===== config.mk =====
export PLATFORM = sky130hd
export DESIGN_NAME = mdu_sequencer
export DESIGN_NICKNAME = d
export VERILOG_FILES = /design/src/rtl/mdu_sequencer.sv
export SDC_FILE = /design/constraint.sdc
export NUM_CORES = 2
export LEC_CHECK = 0
export ABC_CLOCK_PERIOD_IN_PS = 11680
export CAP_MARGIN = 20
export CELL_PAD_IN_SITES_DETAIL_PLACEMENT = 0
export CELL_PAD_IN_SITES_GLOBAL_PLACEMENT = 2
export CORE_MARGIN = 2
export CORE_UTILIZATION = 41
export CTS_CLUSTER_DIAMETER = 50
export CTS_CLUSTER_SIZE = 12
export DETAILED_ROUTE_END_ITERATION = 6
export HOLD_SLACK_MARGIN = 0.02
export PLACE_DENSITY_LB_ADDON = 0.1
export SKIP_LAST_GASP = 1
export SLEW_MARGIN = 20
export SYNTH_ARGS = -nofsm -noshare
export SYNTH_HDL_FRONTEND = slang
export SYNTH_SLANG_ARGS = --single-unit
export TNS_END_PERCENT = 1

===== constraint.sdc =====
create_clock -name clk -period 11.68 [get_ports clk]
set_clock_uncertainty 0.15 [all_clocks]
set_input_delay 1.752 -clock clk [delete_from_list [all_inputs] [get_ports clk]]
set_output_delay 1.752 -clock clk [all_outputs]
set_load 0.005 [all_outputs]

===== src/rtl/mdu_sequencer.sv =====
// mdu_sequencer: multi-cycle MUL/DIV/REM controller beside the execute stage.
// Latency: multiply MUL_LATENCY cycles, divide 33 cycles, divide special cases 1 cycle.
// Backpressure: stall freezes fetch/decode/execute while an op runs; flush kills it.
//
// Ports: clk/rst (sync, active-high); op_valid/op_funct3/op_rs1/op_rs2/op_rd issue
// an op; flush kills an in-flight op; stall/busy report occupancy; result_valid
// strobes result/result_rd for one cycle, which then hold until the next result.
// Optional: define MDU_DIV_EARLY_EN to resolve divides with |rs1| < |rs2| at issue.
module mdu_sequencer #(
  parameter int XLEN        = 32,
  parameter int MUL_LATENCY = 3
) (
  input  logic            clk,
  input  logic            rst,
  input  logic            op_valid,
  input  logic [2:0]      op_funct3,
  input  logic [XLEN-1:0] op_rs1,
  input  logic [XLEN-1:0] op_rs2,
  input  logic [4:0]      op_rd,
  input  logic            flush,
  output logic            stall,
  output logic            busy,
  output logic            result_valid,
  output logic [XLEN-1:0] result,
  output logic [4:0]      result_rd
);

  typedef enum logic [1:0] {S_IDLE, S_MUL, S_DIV, S_DONE} state_t;

  state_t              state, state_nxt;
  logic [4:0]          cnt;
  logic [2:0]          f3_q;
  logic [4:0]          rd_q;
  logic [2*XLEN-1:0]   prod_q;
  logic [XLEN-1:0]     quo_q, rem_q, dvs_q;
  logic                neg_q, neg_r;
  logic [XLEN-1:0]     res_hold;
  logic [4:0]          rd_hold;
  logic [XLEN-1:0]     result_comb;

  // A new op may enter from IDLE or from the DONE cycle (back-to-back).
  logic issue;
  assign issue = op_valid && !flush && (state == S_IDLE || state == S_DONE);

  // Multiply operands: sign-extend per funct3, then a modular 2*XLEN product
  // yields the correct bits for all signedness combinations.
  logic              is_mul, a_sgn, b_sgn;
  logic [2*XLEN-1:0] mul_a, mul_b, mul_p;
  assign is_mul = !op_funct3[2];
  assign a_sgn  = (op_funct3 == 3'b000 || op_funct3 == 3'b001 || op_funct3 == 3'b010) && op_rs1[XLEN-1];
  assign b_sgn  = (op_funct3 == 3'b000 || op_funct3 == 3'b001) && op_rs2[XLEN-1];
  assign mul_a  = {{XLEN{a_sgn}}, op_rs1};
  assign mul_b  = {{XLEN{b_sgn}}, op_rs2};
  assign mul_p  = mul_a * mul_b;

  // Divide operands: magnitudes plus recorded result signs.
  logic            div_sgn, sa, sb, div_zero, div_ovf, div_early, div_special;
  logic [XLEN-1:0] mag_a, mag_b;
  assign div_sgn  = !op_funct3[0];
  assign sa       = div_sgn && op_rs1[XLEN-1];
  assign sb       = div_sgn && op_rs2[XLEN-1];
  assign mag_a    = sa ? -op_rs1 : op_rs1;
  assign mag_b    = sb ? -op_rs2 : op_rs2;
  assign div_zero = (op_rs2 == '0);
  assign div_ovf  = div_sgn && (op_rs1 == {1'b1, {(XLEN-1){1'b0}}}) && (op_rs2 == '1);
`ifdef MDU_DIV_EARLY_EN
  assign div_early = (mag_a < mag_b);
`else
  assign div_early = 1'b0;
`endif
  assign div_special = div_zero || div_ovf || div_early;

  // One restoring step: shift in the next dividend bit, subtract if it fits.
  logic [XLEN:0] div_shift, div_diff;
  assign div_shift = {rem_q, quo_q[XLEN-1]};
  assign div_diff  = div_shift - {1'b0, dvs_q};

  always_comb begin
    state_nxt = state;
    case (state)
      S_IDLE, S_DONE: begin
        state_nxt = S_IDLE;
        if (issue) begin
          if (is_mul) state_nxt = (MUL_LATENCY == 1) ? S_DONE : S_MUL;
          else        state_nxt = div_special ? S_DONE : S_DIV;
        end
      end
      S_MUL: begin
        if (flush)            state_nxt = S_IDLE;
        else if (cnt == 5'd1) state_nxt = S_DONE;
      end
      S_DIV: begin
        if (flush)             state_nxt = S_IDLE;
        else if (cnt == 5'd31) state_nxt = S_DONE;
      end
      default: state_nxt = S_IDLE;
    endcase
  end

  // Sign fixup of the divider outputs happens here, as DONE is presented.
  always_comb begin
    result_comb = '0;
    if (!f3_q[2])     result_comb = (f3_q[1:0] == 2'b00) ? prod_q[XLEN-1:0] : prod_q[2*XLEN-1:XLEN];
    else if (f3_q[1]) result_comb = neg_r ? -rem_q : rem_q;
    else              result_comb = neg_q ? -quo_q : quo_q;
  end

  always_ff @(posedge clk) begin
    if (rst) begin
      state    <= S_IDLE;
      cnt      <= '0;
      f3_q     <= '0;
      rd_q     <= '0;
      prod_q   <= '0;
      quo_q    <= '0;
      rem_q    <= '0;
      dvs_q    <= '0;
      neg_q    <= 1'b0;
      neg_r    <= 1'b0;
      res_hold <= '0;
      rd_hold  <= '0;
    end else begin
      state <= state_nxt;
      if (issue) begin
        f3_q   <= op_funct3;
        rd_q   <= op_rd;
        prod_q <= mul_p;
        cnt    <= is_mul ? 5'(MUL_LATENCY - 1) : 5'd0;
        dvs_q  <= mag_b;
        // Special cases preload the final quotient/remainder with no sign fixup.
        if (div_zero) begin
          quo_q <= '1;       rem_q <= op_rs1; neg_q <= 1'b0; neg_r <= 1'b0;
        end else if (div_ovf) begin
          quo_q <= op_rs1;   rem_q <= '0;     neg_q <= 1'b0; neg_r <= 1'b0;
        end else if (div_early) begin
          quo_q <= '0;       rem_q <= op_rs1; neg_q <= 1'b0; neg_r <= 1'b0;
        end else begin
          quo_q <= mag_a;    rem_q <= '0;     neg_q <= sa ^ sb; neg_r <= sa;
        end
      end else if (state == S_MUL) begin
        cnt <= cnt - 5'd1;
      end else if (state == S_DIV) begin
        cnt <= cnt + 5'd1;  // wraps 31 -> 0 on the last iteration
        if (!div_diff[XLEN]) begin
          rem_q <= div_diff[XLEN-1:0];
          quo_q <= {quo_q[XLEN-2:0], 1'b1};
        end else begin
          rem_q <= div_shift[XLEN-1:0];
          quo_q <= {quo_q[XLEN-2:0], 1'b0};
        end
      end
      if (state == S_DONE) begin
        res_hold <= result_comb;
        rd_hold  <= rd_q;
      end
    end
  end

  assign busy         = (state != S_IDLE);
  assign result_valid = (state == S_DONE);
  assign stall        = !flush && ((state == S_IDLE && issue) || state == S_MUL || state == S_DIV);
  assign result       = (state == S_DONE) ? result_comb : res_hold;
  assign result_rd    = (state == S_DONE) ? rd_q : rd_hold;

endmodule


==> results.ini <==
[run_status]
status = complete, no violations

[floorplan]
die-area_mm2 = 0.1290
die_y_um = 359.2
core_area_mm2 = 0.1254
chipWidth_um = 359.2
start_util_pct = 41.25
pin_count = 116
fp-row-count = 130

[final_layout]
instances_no_fill = 7628
area_delta_synth_final_pct = 7.529
drive_gt1_share_pct = 5.190
fillCellCount = 12650
nets = 7406
multi_input_area_mm2 = 0.04130
stdcell_area_mm2 = 0.05563
regArea_mm2 = 0.004287
final_cell_mix = inv_1 (1256), fa_1 (1126), nand2_1 (1055), and2_1 (314), ha_1 (256)
final_common_cell = inv_1

[synthesis]
syn_area_mm2 = 0.05173
ys_types = 77
yosys.area_share.xor_xnor_pct = 3.623
synth_seq_area_share_pct = 8.281
synth_top_area_share_pct = 43.57
yosys_most_used_dff = dfxtp_1
syn_inst = 6053
synth_top_area_cell = fa_1
async_reset_ff_share_pct = 0
synthSimpleGateAreaFrac_pct = 15.64
synth_mux_area_share_pct = 1.492
syn-num-nets = 7512
synth_seq_cells = 214
synth_compound_area_share_pct = 9.144
yosys_warnings = 0
synth_adder_area_share_pct = 49.79
synth_top_family_by_area = adder cells
synth_area_leaders = fa_1 (44%), inv_1 (9.1%), dfxtp_1 (8.3%), nand2_1 (7.7%), ha_1 (6.2%)
avgSynthCellArea_um2 = 8.547
synth_edf_count = 0

[cts]
cts_tree = yes
htree_levels = 2
clkTransAtPathRegs_ps = 50
cts_num_sinks = 214
root_buffer = clkbuf_16
clock_path_buffers = 3
numCtsBuffers = 35
postCtsSetupRepairBufs = 0
clock_latency_ps = 530
postCtsResizedCells = 0
ctsHoldBuffers = 0

[timing]
worstMarginPinSlew_ps = 1168
period_needed_ps = 10910
grt_setup_unrepaired = no
setup_tns_ps = 0
post-route-period-util_pct = 93.42
drv_slew = 0
slew_headroom_pct = 22.11
finalHoldViolations = 0
setup_viol = 0
clock.fmax_mhz = 91.65
whs_ps = 302.1

[drt]
ant_nets = 0
drt-initial-drc-count = 2816
met1_length_um = 83580
finalWirelength_um = 182800
vias_per_cell = 5.331
route.met2.wl_um = 84440
dr_wl_met3_um = 9895
drc = 0
via_count = 40660
dr.pass1.iters = 6
post_drt_wl_per_cell_um = 23.96
top_layer_used = met5

[global_routing]
grt_pass1_vias = 43170
grt_max_degree = 75
grt_pass1_wl_um = 280000
globalRouteTotalUtil_pct = 28.79
overflow = 0
antenna_found_initial = 11

[worst_setup_path]
worstPathMaxFanout = 10
r2r_setup_slack_ps = 7120
r2r_cells = 14
cp-startpoint = op_funct3[0]
r2r_end = rem_q[8]$_SDFFE_PP0P_
critPathRequiredTime_ps = 11940
critPathLaunchType = primary input
crit_arrival_ps = 11170
worstReg2RegStart = quo_q[31]$_SDFFE_PP0P_
worstSetupEndpointType = flop
crit_type = primary input to flop

[placement]
placed_area_mm2 = 0.05437
post-dp-hpwl_um = 145200
gp_congestion = 0.9035
io_buffers = 115
dp.cells = 7560

[run]
drv_cap = 0

[min_path]
whs_endpoint = rd_q[1]$_SDFFE_PP0P_
worstHoldStart = rd_q[1]$_SDFFE_PP0P_
hold_class = flop to flop
holdPathStages = 2

-- metal layers --
| layer | track usage, % | vias up |
|---|---|---|
| li1 | - | 18170 |
| met1 | 40.86 | 21240 |
| met2 | 46.96 | 1088 |
| met3 | 3.405 | 157 |
| met4 | 6.892 | 2 |
| met5 | 0 | - |
-- critical path, stage by stage --
cell,delay (ps)
clkdlybuf4s50_1,640
a211oi_4,630
nand2_1,180
inv_1,170
fa_1,530
fa_1,560
fa_1,1030
fa_1,560
fa_1,500
fa_1,530
fa_1,510
inv_1,50
fa_1,480
inv_1,40
ha_1,400
and4_1,300
and3_1,170
a221oi_1,260
o31a_1,180
o21ai_1,100
a221o_1,420
a311o_1,370
a221o_1,430
a311o_1,320
-- final cells by class --
cell class | instances | area share, %
well taps | 1650 | 3.711
multi-input cells | 4188 | 74.24
flip-flops and latches | 214 | 7.706
diodes | 5 | 0.02249
inverters | 1257 | 8.482
clock buffers | 45 | 1.826
repair buffers | 251 | 3.590
clock inverters | 18 | 0.4206
-- worst max path at each step --
stage / endpoint / depth (start not counted)
floorplan: prod_q[63]$_SDFFE_PP0P_ / 28
global placement: prod_q[63]$_SDFFE_PP0P_ / 24
detailed placement: prod_q[63]$_SDFFE_PP0P_ / 24
CTS: prod_q[63]$_SDFFE_PP0P_ / 24
global route: prod_q[63]$_SDFFE_PP0P_ / 24
finish: prod_q[63]$_SDFFE_PP0P_ / 24
-- cell usage after synthesis, drive strengths merged (31+ instances only) --
| cell type | n |
|---|---|
| o211ai | 32 |
| mux2 | 41 |
| buf | 102 |
| nor2 | 186 |
| a21oi | 210 |
| a211oi | 46 |
| nand2 | 1055 |
| clkbuf | 292 |
| mux2i | 31 |
| xnor2 | 133 |
| fa | 1126 |
| xor2 | 81 |
| o31ai | 37 |
| nor3 | 52 |
| and2 | 314 |
| o21ai | 157 |
| ha | 257 |
| dfxtp | 214 |
| a21o | 41 |
| inv | 1256 |
-- sequential cells by signal, indices dropped and copies added, names as in the netlist, 5 cells and up --
name	count
rd_hold	5
quo_q	32
dvs_q	32
prod_q	64
rem_q	32
rd_q	5
cnt	5
res_hold	32
-- logic make-up (layout without fill, tap and decap cells) --
| logic type | after synthesis | in the layout |
|---|---|---|
| flops | 214 | 214 |
| buf+inv | 1651 | 1571 |
| simple gates | 1793 | 1793 |
| compound gates | 726 | 726 |
| mux | 72 | 72 |
| xor+xnor | 214 | 214 |
| fa+ha+maj | 1383 | 1383 |
| other cells | 0 | 5 |
-- through the flow --
stage	utilization, %	setup WS [ps]
final	44.36	769.0
after global placement	43.34	248.5
after detailed placement	43.35	229.9
after floorplan	-	1135
after CTS	44.35	762.0
after global routing	44.35	382.8
Power is left out: the tool's default activity adds up to more than one toggle a clock period on the data nets, which glitch-free logic cannot reach.
